==> src/rtl/prime_stream_gen.sv <==
// Sequential prime enumerator: sweeps 2..limit, tests each candidate by trial
// division using repeated subtraction, and streams the primes out over valid/ready.
module prime_stream_gen #(
    parameter int WIDTH = 8,
    parameter int CNT_W = 8
) (
    input  logic             clk,
    input  logic             rst,
    input  logic             start,
    input  logic [WIDTH-1:0] limit,
    output logic [WIDTH-1:0] prime_out,
    output logic             out_valid,
    input  logic             out_ready,
    output logic             busy,
    output logic             done,
    output logic [CNT_W-1:0] prime_count
);

    // Stream handshake: prime_out/out_valid are held stable from the first
    // cycle out_valid=1 until the cycle with out_valid & out_ready, which is
    // the single transfer cycle; out_ready alone has no effect.
    typedef enum logic [2:0] {
        S_IDLE, S_LOAD, S_DIV_INIT, S_SUB, S_TEST, S_EMIT, S_ADV, S_FIN
    } state_t;

    state_t           state, state_next;
    logic [WIDTH-1:0] n_q, n_d;
    logic [WIDTH-1:0] d_q, d_d;
    logic [WIDTH-1:0] r_q, r_d;
    logic [WIDTH-1:0] lim_q, lim_d;
    logic [CNT_W-1:0] cnt_q, cnt_d;

    logic [WIDTH-1:0]   d_inc;
    logic [2*WIDTH-1:0] n_wide;
    logic [2*WIDTH-1:0] sq_init;
    logic [2*WIDTH-1:0] sq_inc;

    // Squares are formed at double width so d*d > n never overflows.
    assign d_inc   = d_q + WIDTH'(1);
    assign n_wide  = {{WIDTH{1'b0}}, n_q};
    assign sq_init = (2*WIDTH)'(4);
    assign sq_inc  = {{WIDTH{1'b0}}, d_inc} * {{WIDTH{1'b0}}, d_inc};

    always_ff @(posedge clk) begin
        if (rst) begin
            state <= S_IDLE;
            n_q   <= '0;
            d_q   <= '0;
            r_q   <= '0;
            lim_q <= '0;
            cnt_q <= '0;
        end else begin
            state <= state_next;
            n_q   <= n_d;
            d_q   <= d_d;
            r_q   <= r_d;
            lim_q <= lim_d;
            cnt_q <= cnt_d;
        end
    end

    always_comb begin
        state_next = state;
        n_d        = n_q;
        d_d        = d_q;
        r_d        = r_q;
        lim_d      = lim_q;
        cnt_d      = cnt_q;
        case (state)
            S_IDLE: begin
                if (start) begin
                    lim_d      = limit;
                    cnt_d      = '0;
                    state_next = (limit < WIDTH'(2)) ? S_FIN : S_LOAD;
                end
            end
            S_LOAD: begin
                n_d        = WIDTH'(2);
                state_next = S_DIV_INIT;
            end
            S_DIV_INIT: begin
                d_d = WIDTH'(2);
                if (sq_init > n_wide) begin
                    state_next = S_EMIT;
                end else begin
                    r_d        = n_q;
                    state_next = S_SUB;
                end
            end
            S_SUB: begin
                if (r_q >= d_q) begin
                    r_d = r_q - d_q;
                end else begin
                    state_next = S_TEST;
                end
            end
            S_TEST: begin
                if (r_q == '0) begin
                    state_next = S_ADV;
                end else begin
                    d_d        = d_inc;
                    r_d        = n_q;
                    state_next = (sq_inc > n_wide) ? S_EMIT : S_SUB;
                end
            end
            S_EMIT: begin
                if (out_ready) begin
                    if (cnt_q != '1) cnt_d = cnt_q + CNT_W'(1);
                    state_next = S_ADV;
                end
            end
            S_ADV: begin
                // Compare before incrementing so a limit of all-ones never wraps n.
                if (n_q == lim_q) begin
                    state_next = S_FIN;
                end else begin
                    n_d        = n_q + WIDTH'(1);
                    state_next = S_DIV_INIT;
                end
            end
            S_FIN: begin
                state_next = S_IDLE;
            end
            default: begin
                state_next = S_IDLE;
            end
        endcase
    end

    assign out_valid   = (state == S_EMIT);
    assign prime_out   = out_valid ? n_q : '0;
    assign busy        = (state != S_IDLE) && (state != S_FIN);
    assign done        = (state == S_FIN);
    assign prime_count = cnt_q;

endmodule

==> config.mk <==
export PLATFORM = sky130hd
export DESIGN_NAME = prime_stream_gen
export DESIGN_NICKNAME = d
export VERILOG_FILES = /design/src/rtl/prime_stream_gen.sv
export SDC_FILE = /design/constraint.sdc
export NUM_CORES = 1
export LEC_CHECK = 0
export BUFFER_PORTS_ARGS = -buffer_cell sky130_fd_sc_hd__buf_2
export CORE_ASPECT_RATIO = 2
export CORE_MARGIN = 2
export CORE_UTILIZATION = 55
export CTS_CLUSTER_DIAMETER = 60
export CTS_CLUSTER_SIZE = 12
export DETAILED_ROUTE_END_ITERATION = 8
export PLACE_DENSITY = 0.73
export SYNTH_ARGS = -nofsm -noshare
export SYNTH_HDL_FRONTEND = slang
export SYNTH_SLANG_ARGS = --single-unit
==> constraint.sdc <==
create_clock -name clk -period 12.26 [get_ports clk]
set_clock_uncertainty 0.15 [all_clocks]
set_input_delay 1.839 -clock clk [delete_from_list [all_inputs] [get_ports clk]]
set_output_delay 1.839 -clock clk [all_outputs]
set_load 0.02 [all_outputs]
==> qor.csv <==
stage,metric,value,unit
outcome,status,finished clean,
run,drv_cap,0,
sta,whs,0.324,ns
placed_design,gp_congestion,0.878,
sta,setup_ws,5.77,ns
critical_path,path_buf_inv,3,
critical_path,slowest_stage,dfxtp_1,
cells_and_area,nFillCells,741,
cts,clk_pin_slew_worst_paths,0.07,ns
sta,worstMarginPinSlew,0.854,ns
die,ioPinCount,31,
sta,tns,0,ns
global_routing,grt_pass1_vias,4191,
detailed_routing,num_vias,4136,
power_and_ir_drop,p_leak,0.00221,µW
synth,yosysWarnings,0,
synth,synth_area_leaders,"dfxtp_1, ha_1, fa_1, inv_1, xnor2_1",
cts,clk_latency,0.30,ns
cells_and_area,syn_to_final_growth,7.36,%
die,fp.coreArea,7940,µm²
synth,yosysSeqAreaShare,19.0,%
critical_path,cp_common_cell,fa_1,
detailed_routing,route.detailed.drc,0,
power_and_ir_drop,ir_worst_vdd,0.0000671,V
cts,cts_sinks,43,
synth,synth_top_cell_area_share,19.0,%
synth,ys_ff_latch,43,
synth,synth_top_area_cell,dfxtp_1,
hold_path,hold_path_class,reg2reg,
synth,synthTopCellsByCount,"inv_1, nor2_1, nand2_1, ha_1, dfxtp_1",
cts,htreeDepth,2,
cts,cts_resized,0,
global_routing,grt_antenna_before_repair,0,
cts,holdBufCountCts,0,
critical_path,required,12.26,ns
hold_path,hold_path_end,lim_q[7],
detailed_routing,drtPass1Iterations,5,
global_routing,grt_max_degree,34,
synth,yosysUniqueCellTypes,56,
sta,rsz0062_at_grt,false,
sta,slew-limit-headroom,42.6,%
critical_path,critPathKind,reg2reg,
placed_design,post-place-ws,5.82,ns
cells_and_area,multiInputGateArea,3280,µm²
synth,syn-instance-count,587,
critical_path,reg2reg_depth,20,
critical_path,max_stage_delay,0.59,ns
sta,min_period_over_period,53.0,%
hold_path,worstHoldPathCells,2,
global_routing,grt_usage,27.1,%
critical_path,cp_max_fo,14,
sta,drv_slew,0,
power_and_ir_drop,cellPowerDensity,139,nW/µm²
critical_path,critPathTopFamily,adder cells,
cts,cts-buffers-inserted,5,
die,die-area,9000,µm²
critical_path,start_kind,flip-flop,
sta,setup_viol,0,
critical_path,reg2reg_to,state[2],
critical_path,regToRegStartpoint,d_q[0],
synth,ys_async_sr_fraction,0,%
hold_path,min_from,lim_q[7],
cts,post_cts_buffers,0,
cells_and_area,layout-drive-gt1-share,8.42,%
placed_design,portBuffers,30,
cts,clockBufferDepth,2,
critical_path,rrSetupSlack,5.77,ns
placed_design,dpl.hpwl,9660,µm
sta,fmax,154,MHz
global_routing,grt_pass1_wl,18700,µm
synth,synth_fp_nets,673,
cts,root_buffer,clkbuf_16,
critical_path,cp-end-kind,flip-flop,
global_routing,overflow,0,
die,rows,46,
detailed_routing,avgViaCountPerCell,5.89,
cells_and_area,layout.nets,691,
detailed_routing,ant_nets,0,
synth,synth_ff_type,dfxtp_1,
synth,syn_area,4520,µm²
critical_path,path_cells,ha_1 -> nand3_1 -> nor3_1 -> xnor2_1 -> or2_2 -> inv_1 -> fa_1 -> fa_1 -> inv_1 -> fa_1 -> fa_1 -> inv_1 -> ha_1 -> a211oi_2 -> o21bai_1 -> or4_1 -> a221oi_2 -> nand4_1 -> o31ai_1 -> o21ai_1,
die,fp.dieW,68.1,µm
die,initial_core_util,56.9,%
sta,fin_crit,6.49,ns
synth,syn_area_per_cell,7.70,µm²
die,die_h,132,µm
sta,hold_violations,0,
critical_path,arrival,6.50,ns
synth,synthMostInstantiatedCell,inv_1,
cells_and_area,diodes,0,
detailed_routing,route.detailed.wl_per_inst,16.5,µm
detailed_routing,drt_iter0_markers,171,
detailed_routing,drt-total-wl,11600,µm
cells_and_area,register_area,861,µm²
synth,synth_edf_count,0,
cts,cts_tree,yes,
[state kept, by name, summed over array words and instances (netlist names)]
name	cells
prime_count	8
lim_q	8
r_q	8
state	3
n_q	8
d_q	8
[area by class of cell]
type | instances | area share (%)
Clock buffer | 5 | 2.58
Clock inverter | 3 | 0.490
Inverter | 78 | 6.03
Multi-Input combinational cell | 447 | 67.6
Sequential cell | 43 | 17.7
Tap cell | 96 | 2.47
Timing Repair Buffer | 30 | 3.09
[logic make-up (layout without fill, tap and decap cells)]
family	Yosys count	after routing	share of synthesized area, %
XOR/XNOR	41	41	7.94
AND/OR/NAND/NOR	217	217	23.2
AO/OA/AOI/OAI	108	108	15.4
flip-flops	43	43	19.0
buffers and inverters	97	116	8.39
multiplexers	5	5	1.11
other	2	2	0.166
adder cells (fa/ha/maj)	74	74	24.8
[report_power, final]
group,switching [µW],internal [µW]
registers,45.8,167
clock network,61.0,76.2
logic,197,127
total,304,369
[cell usage in the layout (no fill, tap or decap), types with 3 or more instances in the layout]
cell type and count:
and3_1 5, xor2_1 9, nand2_1 51, a311oi_1 4, nor2_1 67, or2_2 5, nor3_1 20, dfxtp_1 43
and4_1 3, clkbuf_16 5, o21ai_1 3, nor4_1 7, mux2i_1 5, ha_1 48, inv_1 78, buf_2 30
nor2b_1 5, o2111ai_1 3, xnor2_1 32, nand2b_1 9, or3_1 5, fa_1 26, nand3_1 11, o21ai_0 17
and2_1 8, a31oi_1 7, a21oi_1 39, a211oi_1 8, o31ai_1 3, nand4_1 14
[metrics by stage]
stage | instance area (µm²) | instances | util, % | total power (µW)
3_3_place_gp | 4700 | 694 | 59.2 | 525
3_5_place_dp | 4700 | 694 | 59.2 | 537
5_1_grt | 4850 | 702 | 61.1 | 721
4_1_cts | 4850 | 702 | 61.1 | 673
6_report | 4850 | 702 | 61.1 | 674
2_1_floorplan | 4520 | 587 | - | 460
[worst max-delay path by stage]
stage,start,endpoint,slack [ns],cells past startpoint
after global placement,d_q[0],state[2],5.95,20
final,d_q[0],state[2],5.77,20
after detailed placement,d_q[0],state[2],5.82,20
after global routing,d_q[0],state[2],5.41,20
after CTS,d_q[0],state[2],5.80,20
after floorplan,d_q[1],state[2],6.42,20
[routing by layer]
metal	global-route usage (%)	wire length (µm)	part of all wire, %
met5	0	0	0
met4	17.2	775	6.7
met3	2.13	298	2.6
met2	52.9	6670	58
met1	24.2	3850	33
[worst register-to-register path, cell delays in order (launching register included)]
cell and delay [ns]:
dfxtp_1 0.59, ha_1 0.30, nand3_1 0.13, nor3_1 0.31, xnor2_1 0.23, or2_2 0.36, inv_1 0.08, fa_1 0.44
fa_1 0.57, inv_1 0.07, fa_1 0.50, fa_1 0.55, inv_1 0.04, ha_1 0.36, a211oi_2 0.23, o21bai_1 0.10
or4_1 0.51, a221oi_2 0.29, nand4_1 0.17, o31ai_1 0.26, o21ai_1 0.10
No activity file was read; power rests on OpenSTA's default activity.
